`src/rtl/memlibc_memory_bist_assembly_rtl_tessent_clk_en_pkg.sv`:
```
// rtl/memlibc_memory_bist_assembly_rtl_tessent_clk_en_pkg.sv - shared types for the MBIST clock-enable sequencer
package memlibc_memory_bist_assembly_rtl_tessent_clk_en_pkg;

    localparam int TIMER_W = 8;

    typedef enum logic [1:0] {
        IDLE   = 2'd0,
        WARMUP = 2'd1,
        ACTIVE = 2'd2,
        DRAIN  = 2'd3
    } state_t;

endpackage

```
`src/rtl/memlibc_memory_bist_assembly_rtl_tessent_clk_en_timer.sv`:
```
// rtl/memlibc_memory_bist_assembly_rtl_tessent_clk_en_timer.sv - loadable down-counter with zero flag
module memlibc_memory_bist_assembly_rtl_tessent_clk_en_timer
    import memlibc_memory_bist_assembly_rtl_tessent_clk_en_pkg::*;
(
    input  logic               clk,
    input  logic               reset,
    input  logic               i_load,
    input  logic [TIMER_W-1:0] i_load_val,
    input  logic               i_dec,
    output logic               o_zero
);

    logic [TIMER_W-1:0] r_count;

    // Load wins over decrement; the count parks at zero rather than wrapping.
    always_ff @(posedge clk or posedge reset) begin
        if (reset) begin
            r_count <= '0;
        end else if (i_load) begin
            r_count <= i_load_val;
        end else if (i_dec && (r_count != '0)) begin
            r_count <= r_count - TIMER_W'(1);
        end
    end

    assign o_zero = (r_count == '0);

endmodule

```
`src/rtl/blk_cc4863.sv`:
```
// rtl/blk_cc4863.sv - MBIST clock-enable sequencer: warm-up, ack, drain, scan override, run counter
module blk_cc4863
    import memlibc_memory_bist_assembly_rtl_tessent_clk_en_pkg::*;
#(
    parameter int WARMUP_CYCLES = 4,
    parameter int DRAIN_CYCLES  = 4,
    parameter int RUN_CNT_W     = 16
) (
    input  logic                 clk,
    input  logic                 reset,
    input  logic                 req,
    input  logic                 scan_en,
    output logic                 clk_en,
    output logic                 ack,
    output logic                 busy,
    output logic [RUN_CNT_W-1:0] run_cnt
);

    if (WARMUP_CYCLES < 1 || WARMUP_CYCLES > 255) begin : g_bad_warmup
        $fatal(1, "WARMUP_CYCLES must be in 1..255");
    end
    if (DRAIN_CYCLES < 1 || DRAIN_CYCLES > 255) begin : g_bad_drain
        $fatal(1, "DRAIN_CYCLES must be in 1..255");
    end

    localparam logic [TIMER_W-1:0] WARM_LD  = TIMER_W'(WARMUP_CYCLES - 1);
    localparam logic [TIMER_W-1:0] DRAIN_LD = TIMER_W'(DRAIN_CYCLES - 1);

    state_t                 r_state;
    state_t                 w_state_nxt;
    logic                   r_clk_en_q;
    logic                   r_ack;
    logic                   r_busy;
    logic [RUN_CNT_W-1:0]   r_run_cnt;
    logic                   w_load;
    logic [TIMER_W-1:0]     w_load_val;
    logic                   w_dec;
    logic                   w_zero;

    memlibc_memory_bist_assembly_rtl_tessent_clk_en_timer u_timer (
        .clk        (clk),
        .reset      (reset),
        .i_load     (w_load),
        .i_load_val (w_load_val),
        .i_dec      (w_dec),
        .o_zero     (w_zero)
    );

    always_comb begin
        w_state_nxt = r_state;
        w_load      = 1'b0;
        w_load_val  = '0;
        w_dec       = 1'b0;
        case (r_state)
            IDLE: begin
                if (req) begin
                    w_state_nxt = WARMUP;
                    w_load      = 1'b1;
                    w_load_val  = WARM_LD;
                end
            end
            WARMUP: begin
                if (!req) begin
                    w_state_nxt = DRAIN;
                    w_load      = 1'b1;
                    w_load_val  = DRAIN_LD;
                end else if (w_zero) begin
                    w_state_nxt = ACTIVE;
                end else begin
                    w_dec = 1'b1;
                end
            end
            ACTIVE: begin
                if (!req) begin
                    w_state_nxt = DRAIN;
                    w_load      = 1'b1;
                    w_load_val  = DRAIN_LD;
                end
            end
            DRAIN: begin
                // The clock never stopped, so a re-request skips warm-up.
                if (req) begin
                    w_state_nxt = ACTIVE;
                end else if (w_zero) begin
                    w_state_nxt = IDLE;
                end else begin
                    w_dec = 1'b1;
                end
            end
            default: w_state_nxt = IDLE;
        endcase
    end

    always_ff @(posedge clk or posedge reset) begin
        if (reset) begin
            r_state    <= IDLE;
            r_clk_en_q <= 1'b0;
            r_ack      <= 1'b0;
            r_busy     <= 1'b0;
        end else begin
            r_state    <= w_state_nxt;
            r_clk_en_q <= (w_state_nxt != IDLE);
            r_ack      <= (w_state_nxt == ACTIVE);
            r_busy     <= (w_state_nxt != IDLE);
        end
    end

    // Counts cycles the gated clock actually ran; the scan term is excluded.
    always_ff @(posedge clk or posedge reset) begin
        if (reset) begin
            r_run_cnt <= '0;
        end else if ((r_state == IDLE) && (w_state_nxt == WARMUP)) begin
            r_run_cnt <= '0;
        end else if (r_clk_en_q && (r_run_cnt != {RUN_CNT_W{1'b1}})) begin
            r_run_cnt <= r_run_cnt + RUN_CNT_W'(1);
        end
    end

    assign clk_en  = r_clk_en_q | scan_en;
    assign ack     = r_ack;
    assign busy    = r_busy;
    assign run_cnt = r_run_cnt;

endmodule

```
`config.mk`:
```
export PLATFORM = sky130hd
export DESIGN_NAME = blk_cc4863
export DESIGN_NICKNAME = d
export VERILOG_FILES = /design/src/rtl/memlibc_memory_bist_assembly_rtl_tessent_clk_en_pkg.sv /design/src/rtl/memlibc_memory_bist_assembly_rtl_tessent_clk_en_timer.sv /design/src/rtl/blk_cc4863.sv
export SDC_FILE = /design/constraint.sdc
export NUM_CORES = 1
export LEC_CHECK = 0
export ABC_AREA = 0
export ABC_CLOCK_PERIOD_IN_PS = 2600
export CORE_MARGIN = 5
export CORE_UTILIZATION = 40
export DETAILED_ROUTE_END_ITERATION = 6
export HOLD_SLACK_MARGIN = 0.15
export PLACE_DENSITY_LB_ADDON = 0.05
export SYNTH_ARGS = -nofsm -noshare
export SYNTH_HDL_FRONTEND = slang
export SYNTH_SLANG_ARGS = --single-unit
```
`constraint.sdc`:
```
create_clock -name clk -period 2.6 [get_ports clk]
set_clock_uncertainty 0.05 [all_clocks]
set_input_delay 0.52 -clock clk [delete_from_list [all_inputs] [get_ports clk]]
set_output_delay 0.52 -clock clk [all_outputs]
set_load 0.01 [all_outputs]
```
Word-level counts from Yosys, hierarchy flattened
Index checks and enable logic that the tools add are counted.
{ "totals": {"register_bits": 28, "input_bits": 4} }
{ "op_classes": {"n_addsub": 2, "muxes": 21, "bitwise": 1, "n_reduce_logical": 10, "n_eq_ne": 6} }
{ "op_table": {"columns": ["op", "count"], "rows": [
  ["$mux W16", 2],
  ["$add A16 B1 Y16 const B", 1],
  ["$mux W2", 8],
  ["$mux W8", 2],
  ["$ne A16 B16 Y1 const B", 1],
  ["$logic_not A8 Y1", 1],
  ["$pmux W2 S4", 1],
  ["$reduce_bool A8 Y1", 1],
  ["$sub A8 B1 Y8 const B", 1],
  ["$eq A2 B2 Y1 const B", 3],
  ["$reduce_bool A2 Y1", 3],
  ["$mux W1", 5],
  ["$eq A2 B1 Y1 const B", 2],
  ["$pmux W1 S2", 2],
  ["$pmux W2 S2", 1],
  ["$logic_and A1 B1 Y1", 3],
  ["$logic_not A2 Y1", 1],
  ["$reduce_or A2 Y1", 1],
  ["$or A1 B1 Y1", 1]
]} }

Depth between registers and ports, before layout
Gate-level depths: netlist of run 1.
{ "logic_depth": {"depth_word": 7, "mapped_depth": 7, "depth_no_buf": 6} }

Modules after synthesis
From an unflattened synthesis of run 1, not the netlist that was laid out.
{ "unflattened": {"cells_unflattened": 177, "area_unflattened_um2": 1636.6} }
{ "modules_own_cells": {"columns": ["mod", "area_each_um2", "n_inst", "cells_each"], "rows": [
  ["blk_cc4863", 1141.1, 1, 124],
  ["memlibc_memory_bist_assembly_rtl_tessent_clk_en_timer", 495.5, 1, 53]
]} }

Worst setup path after synthesis of run 1
OpenSTA, ideal clock, no wires.
{ "synth_timing": {"kind": "register -> register", "startpoint": "register r_state[0]", "endpoint": "register r_busy, in the netlist busy", "n_path_buf": 0, "t_arrival_ns": 1.692, "stages_incl_launch_ff": 7, "required_ns": 2.429, "slack_ns": 0.737, "cell_sequence": "dfrtp_1 > inv_1 > ha_1 > or4b_2 > a21oi_1 > o211a_1 > nand2b_1"} }
{ "synth_via": {"elab_chain_len": 4, "elab_cells_between_ends": 12} }
{ "synth_lines": {"columns": ["element", "line_no", "text"], "rows": [
  ["start, declared", "blk_cc4863.sv:29", "state_t r_state;"],
  ["start signal, assigned", "blk_cc4863.sv:101", "r_state <= w_state_nxt;"],
  ["$mux W2, on equally long branches", "blk_cc4863.sv:84, blk_cc4863.sv:67", null],
  ["$mux W2, on equally long branches", "blk_cc4863.sv:82, blk_cc4863.sv:63", null],
  ["$pmux W2 S4 *", "blk_cc4863.sv:54", "case (r_state)"],
  ["$reduce_bool A2 Y1 *", "blk_cc4863.sv:104", "r_busy <= (w_state_nxt != IDLE);"],
  ["end signal, assigned", "blk_cc4863.sv:104", null],
  ["end, declared", "blk_cc4863.sv:33", "logic r_busy;"]
]} }
Mark *: on every way between the ends. The rest lies on a longest branch, timed or not.
A chain may end at the register's enable or synchronous reset.

Final worst setup path of run 1
{ "layout_timing": {"startpoint": "input scan_en", "endpoint": "output clk_en"} }
{ "layout_via": {"elab_chain_len": 1} }
{ "layout_lines": {"columns": ["element", "line_no", "text"], "rows": [
  ["start, declared", "blk_cc4863.sv:12", "input logic scan_en,"],
  ["$or A1 B1 Y1", "blk_cc4863.sv:119", "assign clk_en = r_clk_en_q | scan_en;"],
  ["end, declared", "blk_cc4863.sv:13", "output logic clk_en,"]
]} }
No other way between the ends.

==> metrics.md, run 1 <==
| Metric | Value |
|---|---|
| WL met2 | `1770 um` |
| Hold Vio Cnt, Final | `0` |
| # IOs | `23` |
| Initial Util | `41.0%` |
| Area grow syn2layout | `21.0%` |
| Final GP Congestion | `0.769` |
| FF+latch count, synth | `28` |
| Post-Synthesis Net Count | `191` |
| Wirelength, routed | `3970 um` |
| Post-synth cell types | `57` |
| Power Density | `815 mW/mm^2` |
| Die area | `0.00586 mm^2` |
| Number of global-route vias before repair | `1424` |
| Leakage power | `0.890 nW` |
| CTS HTree Levels | `1` |
| Highest metal used | `met4` |
| Fin crit share | `86.2%` |
| Chip height | `76.6 um` |
| Synth Cell Area | `0.00177 mm^2` |
| Fmax | `0.446 GHz` |
| Grt total ovfl | `0` |
| Yosys synthesis warning count | `0` |
| Most frequent cells in the layout | `28 x dfrtp_1, 22 x clkdlybuf4s50_1, 19 x nand2_1` |
| Dpl hpwl | `2880 um` |
| CP Capture Type | `primary output` |
| Root buf cell | `clkbuf_8` |
| Tmin final | `2240 ps` |
| Longest Clk Path Bufs | `2` |
| Width of the die | `76.6 um` |
| Skew-Pair Late Insertion Delay | `280 ps` |
| CTS resizes | `0` |
| Layout fillers | `431` |
| Initial detailed-routing violation count | `96` |
| Overall power after layout | `1.75 mW` |
| Layout cell share with drive strength beyond 1 | `14.0%` |
| Most common cell after layout, fill and taps aside | `dfrtp_1` |
| # port buffers | `22` |
| CTS hold repair buffers | `0` |
| Setup CP Type | `in -> out` |
| # diodes | `0` |
| Post-DR vias/cell | `5.64` |
| RSZ-0062 raised after global routing | `false` |
| CTS Buf Count | `3` |
| Antenna Violating Nets Remaining | `0` |
| Clk sinks | `28` |
| Routed wl met3 | `161 um` |
| Max IR drop VDD | `389 uV` |
| DRC | `0` |
| Post-CTS Setup Bufs | `0` |
| Via count | `1460` |
| Post-synth EDFFs | `0` |
| Final net count | `218` |
| CTS tree | `built` |
| Post-synthesis sequential area ratio | `39.5%` |
| Row cnt | `24` |
| Core ar. | `0.00432 mm^2` |
| CP Max Fanout | `1` |
| Utilization after layout | `49.6%` |
| First-pass detailed-route iteration total | `4` |
| Setup violators final | `0` |
| Outcome | `finished clean` |
| WP data arrival | `1670 ps` |
| Wirelength per Cell | `15.3 um` |
| Antenna violations before repair | `0` |
| Req. time, crit path | `2030 ps` |
| CTS clk-pin slew, worst paths | `110 ps` |
| GRT Overall Usage | `13.7%` |
| Fin. max-slew vios | `0` |
| First-pass GRT wire length | `6750 um` |
| Gate Count Post-Synth | `181` |
| Fin Setup TNS | `0 ps` |
| Largest net degree at the start of global routing | `29` |
| Relative slew slack | `65.9%` |
| Met1 WL | `2020 um` |
| Number of max-cap violations | `0` |
| Footprint of the multi-input gates | `997 um^2` |
| Ys async rst share | `100%` |
| Ys flop type | `dfrtp_1` |
| Avg Cell Area, Syn | `9.79 um^2` |
| Worst-Margin Slew | `508 ps` |
| FF/Latch Area | `701 um^2` |
| Critical Path Start Type | `primary input` |
| Tightest Hold Check Type | `reg -> reg` |
[cell usage after synthesis (all sizes together) (2+ instances only)]
cell,n,area (um^2)
or2,3,18.8
or3,2,12.5
nor4,4,46.3
o31ai,3,22.5
nand4,6,58.8
mux2i,5,53.8
and4,2,22.5
nand3,3,15.0
inv,12,45.0
o21ai,7,35.0
or4,3,22.5
nor2,11,41.3
buf,3,17.5
ha,6,75.1
o41ai,2,17.5
dfrtp,28,701
clkbuf,3,11.3
xnor2,6,52.6
nand2,19,71.3
nand2b,5,31.3
nor3,2,21.3
a21oi,14,73.8
a2111o,5,56.3
a211oi,2,15.0
a311oi,2,17.5
[area by class of cell]
| cell class | instances | share of cell area, % |
|---|---|---|
| inverters | 12 | 2.10 |
| well taps | 52 | 3.03 |
| flip-flops and latches | 28 | 32.7 |
| repair buffers | 28 | 12.4 |
| multi-input cells | 135 | 46.5 |
| clock buffers | 3 | 1.93 |
| clock inverters | 1 | 1.40 |
[metal layers]
metal  GRT usage [%]  up-vias
met5               0        -
met4            3.32        0
met3            2.36        2
met2            21.1       35
met1            19.7      693
li1                -      730
[critical path: stages]
cell and delay [ps]:
clkdlybuf4s50_1 390, or2_2 280, clkdlybuf4s50_1 480
[per-stage QoR]
stage	cell area [um^2]	cells	hold WS (ps)	setup WS, ps
2_1_floorplan	1770	181	457	737
3_3_place_gp	2070	255	494	353
3_5_place_dp	2070	255	505	356
4_1_cts	2140	259	532	353
5_1_grt	2140	259	544	322
6_report	2140	259	521	360
[cells by family after synthesis]
family	count (synthesis)	synth area share [%]
adder cells (fa/ha/maj)	6	4.24
AND/OR/NAND/NOR	70	25.5
multiplexers	6	3.67
flip-flops	28	39.5
AO/OA/AOI/OAI	47	19.9
buffers and inverters	18	4.17
XOR/XNOR	6	2.97
[state kept, by name, summed over array words and instances, names as in the netlist]
signal	cells
run_cnt	16
u_timer.r_count	8
r_state	2
busy	1
ack	1
[where the power goes]
group          total (mW)  switching, mW  internal [mW]  leakage [nW]
Clock               0.362          0.156          0.207        0.0357
Sequential          0.619          0.104          0.515         0.371
Combinational       0.766          0.420          0.346         0.483
[path summary, 6_finish.rpt]
check,startpoint,end,slack [ps],cells after the start
max in group asynchronous,reset,run_cnt[5],1670,3
hold reg to reg,u_timer.r_count[0],u_timer.r_count[0],520,2
min in group asynchronous,reset,busy,540,3
hold / removal,u_timer.r_count[0],u_timer.r_count[0],520,2
setup / recovery,scan_en,clk_en,360,3
setup reg to reg,r_state[0],busy,570,6
(Power assumes the default switching activity.)
==> inputs of run 2 (changes only) <==
--- a/config.mk
+++ b/config.mk
@@ -6,12 +6,14 @@
 export NUM_CORES = 1
 export LEC_CHECK = 0
 export ABC_AREA = 0
-export ABC_CLOCK_PERIOD_IN_PS = 2600
+export ABC_CLOCK_PERIOD_IN_PS = 2000
 export CORE_MARGIN = 5
 export CORE_UTILIZATION = 40
+export CTS_BUF_LIST = sky130_fd_sc_hd__clkbuf_8
 export DETAILED_ROUTE_END_ITERATION = 6
 export HOLD_SLACK_MARGIN = 0.15
 export PLACE_DENSITY_LB_ADDON = 0.05
+export SLEW_MARGIN = 30
 export SYNTH_ARGS = -nofsm -noshare
 export SYNTH_HDL_FRONTEND = slang
 export SYNTH_SLANG_ARGS = --single-unit
==> constraint.sdc (replaced) <==
create_clock -name clk -period 2 [get_ports clk]
set_clock_uncertainty 0.05 [all_clocks]
set_input_delay 0.4 -clock clk [delete_from_list [all_inputs] [get_ports clk]]
set_output_delay 0.4 -clock clk [all_outputs]
set_load 0.01 [all_outputs]
==> run 2 against run 1 <==
Effect of this change:
- die area is the same
- final cell count is 3.1% higher
- worst hold slack got worse by 55 ps
- utilization rose by 1.7 points
- largest power group unchanged
- sequential share of layout area fell by 1.1 points
- largest cell class unchanged
- first-iteration DRC count fell by 5.2%
- critical path depth up 3
==> metrics.md, run 2 (synthesized netlist as in run 1, its figures left out) <==
| Metric | Value |
|---|---|
| RSZ-0062 raised after global routing | `false` |
| # port buffers | `22` |
| Final net count | `226` |
| Initial detailed-routing violation count | `91` |
| Final GP Congestion | `0.796` |
| Worst-Margin Slew | `429 ps` |
| CTS Buf Count | `3` |
| Relative slew slack | `71.2%` |
| Critical Path Start Type | `flop` |
| Fin crit share | `96.0%` |
| Row cnt | `24` |
| CTS clk-pin slew, worst paths | `100 ps` |
| Number of flip-flops in the largest register | `16` |
| CTS hold repair buffers | `0` |
| Max IR drop VDD | `654 uV` |
| WP data arrival | `2050 ps` |
| Fin Setup TNS | `0 ps` |
| First-pass GRT wire length | `7040 um` |
| Worst reg2reg startpoint | `r_state[0]` |
| PnR worst setup slack | `79.9 ps` |
| Pre-CTS WS | `-36.6 ps` |
| Tightest Hold Check Type | `in -> async` |
| Post-DR vias/cell | `5.62` |
| DRC | `0` |
| Number of max-cap violations | `0` |
| Most common cell after layout, fill and taps aside | `dfrtp_1` |
| Grt total ovfl | `0` |
| Wirelength, routed | `4040 um` |
| Clk sinks | `28` |
| Overall power after layout | `2.40 mW` |
| Fin. max-slew vios | `0` |
| Number of global-route vias before repair | `1477` |
| Power Density | `1080 mW/mm^2` |
| Leakage power | `0.933 nW` |
| Req. time, crit path | `2130 ps` |
| CTS tree | `built` |
| Fmax | `0.521 GHz` |
| Hold Vio Cnt, Final | `0` |
| Slowest CP cell | `or4b_2` |
| Chip height | `76.6 um` |
| Die area | `0.00586 mm^2` |
| Most frequent cells in the layout | `28 x dfrtp_1, 21 x clkdlybuf4s50_1, 19 x nand2_1` |
| Antenna Violating Nets Remaining | `0` |
| CP Max Fanout | `5` |
| Skew-Pair Late Insertion Delay | `280 ps` |
| Tmin final | `1920 ps` |
| Dpl hpwl | `3050 um` |
| Core ar. | `0.00432 mm^2` |
| Setup violators final | `0` |
| Largest net degree at the start of global routing | `29` |
| Max incr delay on CP | `680 ps` |
| Initial Util | `41.0%` |
| Antenna violations before repair | `0` |
| CTS HTree Levels | `1` |
| CP Capture Type | `flop` |
| Longest Clk Path Bufs | `2` |
| Area grow syn2layout | `25.3%` |
| Critical Path, Cell by Cell | `inv_2 -> ha_1 -> or4b_2 -> a21oi_2 -> o211a_1 -> nand2b_1` |
| First-pass detailed-route iteration total | `4` |
| Via count | `1501` |
| GRT Overall Usage | `14.2%` |
| Layout cell share with drive strength beyond 1 | `18.1%` |
| CP startpoint | `r_state[0]` |
| Setup CP Type | `reg -> reg` |
| Outcome | `finished clean` |
| Width of the die | `76.6 um` |
| Root buf cell | `clkbuf_8` |
| # diodes | `0` |
| # IOs | `23` |
| Wirelength per Cell | `15.1 um` |
==> run 2: through the flow <==
stage / hold slack (ps) / cells / cell area (um^2) / utilization (%)
global placement: 479 / 263 / 2150 / 49.6
finish: 467 / 267 / 2220 / 51.3
CTS: 488 / 267 / 2220 / 51.2
floorplan: 415 / 181 / 1770 / -
detailed placement: 502 / 263 / 2150 / 49.6
global route: 510 / 267 / 2220 / 51.3
==> run 2: cell type report <==
cell class / instances / area [um^2]
Clock buffer: 3 / 41.3
Clock inverter: 1 / 30.0
Fill cell: 406 / 2100
Inverter: 12 / 45.0
Multi-Input combinational cell: 135 / 1000
Sequential cell: 28 / 701
Tap cell: 52 / 65.1
Timing Repair Buffer: 36 / 337
==> run 2: worst paths after layout <==
check	slack, ps	endpoint	depth (start not counted)
worst max-delay path	80	busy	6
worst min-delay path	470	run_cnt[5]	3
worst max register to register	80	busy	6
worst min register to register	510	u_timer.r_count[0]	2
max in group asynchronous	1170	run_cnt[13]	3
min in group clk	510	u_timer.r_count[0]	2
==> run 2: power breakdown <==
| group | switching [mW] | internal, mW |
|---|---|---|
| Combinational | 0.595 | 0.555 |
| Clock | 0.187 | 0.268 |
| Sequential | 0.127 | 0.670 |
| Total | 0.909 | 1.49 |
==> run 2: metal layers <==
layer	share of wire, %	GRT usage (%)
met5	0	0
met4	0.57	3.85
met1	49	19.8
met3	3.2	2.72
met2	47	22.5
==> run 2: what timing repair did <==
item,in CTS,in global routing
setup endpoints to repair,1,3
setup buffers,0,0
pin swaps,0,1
gates resized for setup,1,2
gates cloned,0,0
==> run 2: critical path: cells and delay by family (launching register included) <==
kind | cells | cell delay (ps)
adders and majority gates | 1 | 200
DFF | 1 | 450
buffers and inverters | 1 | 60
AOI/OAI and AO/OA | 2 | 310
and+or+nand+nor | 2 | 740
